`src/rtl/l2_access_arbiter_pkg.sv`:
```
// Shared definitions for the L2 access arbiter: FSM state encodings,
// grant identifiers, enable levels and datapath widths.
package l2_access_arbiter_pkg;

  // Arbiter FSM states, 3 bits wide to match the other cache controllers.
  typedef enum logic [2:0] {
    ARB_IDLE = 3'd0,
    ARB_IC   = 3'd1,
    ARB_DC   = 3'd2,
    ARB_GAP  = 3'd3
  } arb_state_e;

  // Identity of the requester that received the most recent grant.
  typedef enum logic {
    GRANT_IC = 1'b0,
    GRANT_DC = 1'b1
  } grant_e;

  localparam logic ENABLE  = 1'b1;
  localparam logic DISABLE = 1'b0;

  localparam int ADDR_W = 28;
  localparam int DATA_W = 128;

endpackage

```
`src/rtl/l2_arb_watchdog.sv`:
```
// Grant watchdog: counts cycles while a grant is held and flags the cycle in
// which the TIMEOUT-th consecutive grant cycle is reached.
module l2_arb_watchdog #(
  parameter int TIMEOUT = 255,
  parameter int CNT_W   = 8
) (
  input  logic clk,
  input  logic rst,
  input  logic clear,
  input  logic enable,
  output logic expire
);

  // Count value seen during the TIMEOUT-th grant cycle (count starts at 0).
  localparam logic [CNT_W-1:0] LAST_CNT = CNT_W'(TIMEOUT - 1);

  logic [CNT_W-1:0] count;

  // Cycle counter: cleared outside a grant, advances once per grant cycle.
  always_ff @(posedge clk) begin
    // NOTE: sequential state is written with <= so every register samples
    // pre-edge values; blocking writes here would create ordering races.
    if (rst || clear) begin
      count <= '0;
    end else if (enable) begin
      count <= count + CNT_W'(1);
    end
  end

  assign expire = enable && (count == LAST_CNT);

endmodule

```
`src/rtl/l2_access_arbiter.sv`:
```
// L2 access arbiter: shares the single L2 port between the I-cache and
// D-cache miss paths. One owner at a time, grant held until l2_done, owner
// abort or watchdog expiry, then one dead cycle before re-arbitration.
// All outputs are registered.
//
// Build option: define L2_ARB_RR_EN to resolve simultaneous requests
// round-robin against the last grant; otherwise the D-cache always wins.
module l2_access_arbiter
  import l2_access_arbiter_pkg::*;
#(
  parameter int TIMEOUT = 255,
  parameter int CNT_W   = 8
) (
  input  logic              clk,
  input  logic              rst,
  input  logic              irq,
  input  logic [ADDR_W-1:0] ic_addr,
  input  logic              ic_rw,
  input  logic              drq,
  input  logic [ADDR_W-1:0] dc_addr,
  input  logic              dc_rw,
  input  logic [DATA_W-1:0] dc_wd,
  input  logic              l2_done,
  output logic              ic_en,
  output logic              dc_en,
  output logic              l2_req,
  output logic [ADDR_W-1:0] l2_addr,
  output logic              l2_rw,
  output logic [DATA_W-1:0] l2_wd,
  output logic              arb_busy,
  output logic              arb_timeout
);

  arb_state_e        state;
  arb_state_e        state_next;
  logic              granted;
  logic              arbitrating;
  logic              expire;
  logic              pick_ic;
  logic              pick_dc;
  logic              timeout_next;
  logic [ADDR_W-1:0] addr_next;
  logic              rw_next;
  logic [DATA_W-1:0] wd_next;

  assign granted     = (state == ARB_IC) || (state == ARB_DC);
  assign arbitrating = (state == ARB_IDLE) || (state == ARB_GAP);

  l2_arb_watchdog #(
    .TIMEOUT (TIMEOUT),
    .CNT_W   (CNT_W)
  ) u_watchdog (
    .clk    (clk),
    .rst    (rst),
    .clear  (!granted),
    .enable (granted),
    .expire (expire)
  );

`ifdef L2_ARB_RR_EN
  grant_e last_grant;

  // Remember who was granted last so a tie goes to the other requester.
  always_ff @(posedge clk) begin
    if (rst) begin
      last_grant <= GRANT_DC;
    end else if (arbitrating && pick_ic) begin
      last_grant <= GRANT_IC;
    end else if (arbitrating && pick_dc) begin
      last_grant <= GRANT_DC;
    end
  end
`endif

  // Arbitration decision from the current requests.
  always_comb begin
    // NOTE: every always_comb output gets a default first so no path leaves
    // it unassigned, which would otherwise infer a latch.
    pick_ic = DISABLE;
    pick_dc = DISABLE;
    if (irq && drq) begin
`ifdef L2_ARB_RR_EN
      if (last_grant == GRANT_DC) pick_ic = ENABLE;
      else                        pick_dc = ENABLE;
`else
      pick_dc = ENABLE;
`endif
    end else if (drq) begin
      pick_dc = ENABLE;
    end else if (irq) begin
      pick_ic = ENABLE;
    end
  end

  // Next state, timeout pulse and the next values of the muxed L2 datapath.
  always_comb begin
    state_next   = state;
    timeout_next = DISABLE;
    unique case (state)
      ARB_IDLE, ARB_GAP: begin
        if (pick_dc)      state_next = ARB_DC;
        else if (pick_ic) state_next = ARB_IC;
        else              state_next = ARB_IDLE;
      end
      ARB_IC: begin
        if (l2_done || !irq || expire) state_next = ARB_GAP;
        timeout_next = expire && !l2_done;
      end
      ARB_DC: begin
        if (l2_done || !drq || expire) state_next = ARB_GAP;
        timeout_next = expire && !l2_done;
      end
      default: state_next = ARB_IDLE;
    endcase

    addr_next = '0;
    rw_next   = 1'b0;
    wd_next   = '0;
    if (state_next == ARB_IC) begin
      addr_next = ic_addr;
      rw_next   = ic_rw;
    end else if (state_next == ARB_DC) begin
      addr_next = dc_addr;
      rw_next   = dc_rw;
      wd_next   = dc_wd;
    end
  end

  // State register.
  always_ff @(posedge clk) begin
    if (rst) state <= ARB_IDLE;
    else     state <= state_next;
  end

  // Output registers, loaded from the upcoming state so grants appear one
  // cycle after the request is seen and drop one cycle after the exit event.
  always_ff @(posedge clk) begin
    if (rst) begin
      ic_en       <= 1'b0;
      dc_en       <= 1'b0;
      l2_req      <= 1'b0;
      l2_addr     <= '0;
      l2_rw       <= 1'b0;
      l2_wd       <= '0;
      arb_busy    <= 1'b0;
      arb_timeout <= 1'b0;
    end else begin
      ic_en       <= (state_next == ARB_IC);
      dc_en       <= (state_next == ARB_DC);
      l2_req      <= (state_next == ARB_IC) || (state_next == ARB_DC);
      l2_addr     <= addr_next;
      l2_rw       <= rw_next;
      l2_wd       <= wd_next;
      arb_busy    <= (state_next == ARB_IC) || (state_next == ARB_DC);
      arb_timeout <= timeout_next;
    end
  end

endmodule
```
`config.mk`:
```
export PLATFORM = sky130hd
export DESIGN_NAME = l2_access_arbiter
export DESIGN_NICKNAME = d
export VERILOG_FILES = /design/src/rtl/l2_access_arbiter_pkg.sv /design/src/rtl/l2_arb_watchdog.sv /design/src/rtl/l2_access_arbiter.sv
export SDC_FILE = /design/constraint.sdc
export NUM_CORES = 1
export LEC_CHECK = 0
export CAP_MARGIN = 20
export CORE_AREA = 2 2 138 140
export DETAILED_ROUTE_END_ITERATION = 10
export DIE_AREA = 0 0 140 142
export DONT_BUFFER_PORTS = 1
export GPL_ROUTABILITY_DRIVEN = 0
export PLACE_DENSITY = 0.47
export SLEW_MARGIN = 30
export SYNTH_ARGS = -nofsm -noshare
export SYNTH_HDL_FRONTEND = slang
export SYNTH_SLANG_ARGS = --single-unit
```
`constraint.sdc`:
```
create_clock -name clk -period 2.55 [get_ports clk]
set_input_delay 0.51 -clock clk [delete_from_list [all_inputs] [get_ports clk]]
set_output_delay 0.51 -clock clk [all_outputs]
set_load 0.1 [all_outputs]
```
==> results.json <==
{
  "viasPerCell": 4.25,
  "postPlaceCellArea_sq_um": 6540,
  "post_drt_wl_per_cell_microns": 16.1,
  "endpoint_kind": "register",
  "postCtsSetupBuffers": 0,
  "drc": 25,
  "power_density_nw_per_um2": 819,
  "clk-insertion-delay-late_ns": 0.41,
  "nets": 815,
  "vias": 3701,
  "status": "finished with violations",
  "hold_class": "input pin to register",
  "critPathBufInv": 0,
  "peakVddDrop_mv": 0.425,
  "die_area_sq_um": 19900,
  "coreArea_sq_um": 18500,
  "cts_root_buf": "clkbuf_16",
  "path_max_fanout": 30,
  "yosys-top-cells-area": "dfxtp_1 (67%), and2_1 (16%), nand2_1 (4.3%)",
  "finalHoldViolCount": 0,
  "dp_hpwl_microns": 10700,
  "io_pins": 353,
  "synth.largest_area_cell": "dfxtp_1",
  "slew_viol_final": 0,
  "drtIter0Drc": 157,
  "synth_edf_count": 0,
  "synthToLayoutAreaGrowth_pct": 39.2,
  "synth_nets": 659,
  "setup_ws_ns": 0.433,
  "ys_seq_area_frac": 0.674,
  "clk_path_buf_depth": 2,
  "ys_async_sr_fraction": 0,
  "worstSetupStartpoint": "u_watchdog.count[2]$_SDFFE_PP0P_",
  "r2r-start": "u_watchdog.count[2]$_SDFFE_PP0P_",
  "grt_usage": 0.131,
  "portBuffers": 0,
  "wl_microns": 14000,
  "hold_buffers": 0,
  "final_area_sq_um": 7120,
  "max_freq_ghz": 0.472,
  "die_h_microns": 142,
  "antenna_found_initial": 1,
  "yosysTopAreaCellShare": 0.674,
  "place_ws_ns": 0.451,
  "synthTopCellsByCount": "dfxtp_1 (172), and2_1 (129), nand2_1 (59)",
  "cts_resized": 0,
  "startpoint_type": "register",
  "critPathKind": "register to register",
  "cts_buffers": 17,
  "crit_slowest_cell": "or3_4",
  "synth.distinct_cells": 31,
  "max_cap_violations": 0,
  "slowest_delay_ns": 0.51,
  "path_clk_slew_ns": 0.07,
  "rows": 50,
  "grt_pass1_vias": 3622,
  "violations": "design-rule violations",
  "htreeDepth": 4,
  "grt_pass1_wl_microns": 19800,
  "fin_crit_ns": 2.12,
  "gr-total-overflow": 0,
  "slew_headroom": 0.563,
  "fin_tns_setup_ns": 0,
  "start_util": 0.277,
  "finalSetupViolations": 0,
  "p_leak_uw": 0.00314,
  "synthMostInstantiatedCell": "dfxtp_1",
  "cpLargestDelayFamily": "compound AO/OA/AOI/OAI gates",
  "min_period_over_period": 0.830,
  "critical_path.cell_chain": "and4_1 > a41oi_1 > a221o_1 > or3_4 > o22ai_1",
  "yosysWarnings": 0,
  "dr.pass1.iters": 8,
  "worstPathArrival_ns": 2.44,
  "drive_gt1_frac": 0.317,
  "synthFlopType": "dfxtp_1",
  "cts_sinks": 172,
  "rsz0062_at_grt": "no",
  "syn_area_sq_um": 5110,
  "postRouteAntennaNets": 0,
  "hp-start": "l2_done",
  "die_w_microns": 140,
  "netlist_instances": 466,
  "cp.required_ns": 2.88,
  "tightest_slew_ns": 0.650,
  "skew_ns": 0.00918,
  "cts_tree": "yes",
  "syn_area_per_cell_sq_um": 11.0,
  "ys_ff_latch": 172,
  "grt_start_max_net_pins": 68
}
final timing paths:
check	to	slack, ns	depth (start not counted)
min	arb_timeout$_SDFF_PP0_	0.17	1
max reg2reg	l2_addr[10]$_SDFF_PP0_	0.43	5
max	l2_addr[10]$_SDFF_PP0_	0.43	5
min reg2reg	u_watchdog.count[0]$_SDFFE_PP0P_	0.51	1
through the flow:
step / utilization / total power (uW) / instances / hold slack [ns]
after global placement: 0.354 / 3390 / 837 / 0.483
after floorplan: - / 3290 / 466 / 0.453
after CTS: 0.386 / 5920 / 869 / 0.147
after detailed placement: 0.354 / 3400 / 837 / 0.497
after global routing: 0.386 / 6060 / 870 / 0.144
final: 0.386 / 5830 / 870 / 0.171
cells in the final DEF (no fill, tap or decap), drive strengths merged, types with 2 or more instances in the layout:
cell type / instances
nor2: 13
xor2: 5
buf: 165
o22ai: 29
clkbuf: 18
nand3: 3
clkinv: 6
inv: 9
nor3: 2
dfxtp: 172
o21ai: 2
nand2b: 3
ha: 2
nand4: 2
a21oi: 2
nand2: 59
and2: 129
logic make-up (layout without fill, tap and decap cells):
group | count (synthesis) | in the layout | synth area share
AO/OA/AOI/OAI | 37 | 37 | 0.0460
XOR/XNOR | 6 | 6 | 0.0103
adder cells (fa/ha/maj) | 2 | 2 | 0.00489
buffers and inverters | 30 | 199 | 0.0313
flip-flops | 172 | 172 | 0.674
other | 1 | 2 | 0.000734
AND/OR/NAND/NOR | 218 | 218 | 0.233
cell type report:
class	instances	area (sq um)
clock inverter	14	149
sequential	172	3440
clock buffer	18	429
antenna	1	2.50
inverter	2	7.51
tap	234	293
multi-input combinational	264	1530
fill	1799	11300
timing repair buffer	165	1260
layer usage:
layer / wire, microns / vias to the layer above / part of all wire / GRT usage
li1: - / 1791 / - / -
met5: 0 / - / 0 / 0
met2: 7390 / 197 / 0.53 / 0.238
met1: 4940 / 1702 / 0.35 / 0.136
met3: 1530 / 11 / 0.11 / 0.0562
met4: 144 / 0 / 0.010 / 0.0452
sequential cells by signal (all words and copies together) (netlist names):
name / flops
l2_addr: 28
dc_en: 1
arb_timeout: 1
l2_wd: 128
arb_busy: 1
u_watchdog.count: 8
ic_en: 1
l2_rw: 1
state: 3
report_power, final:
| part | internal, uW | switching, uW | leakage, uW |
|---|---|---|---|
| combinational | 110 | 470 | 0.00147 |
| sequential | 2740 | 17.0 | 0.00139 |
| clock | 1310 | 1180 | 0.000280 |
| total | 4160 | 1670 | 0.00314 |
Note: power is estimated with default switching activity, not from simulation.
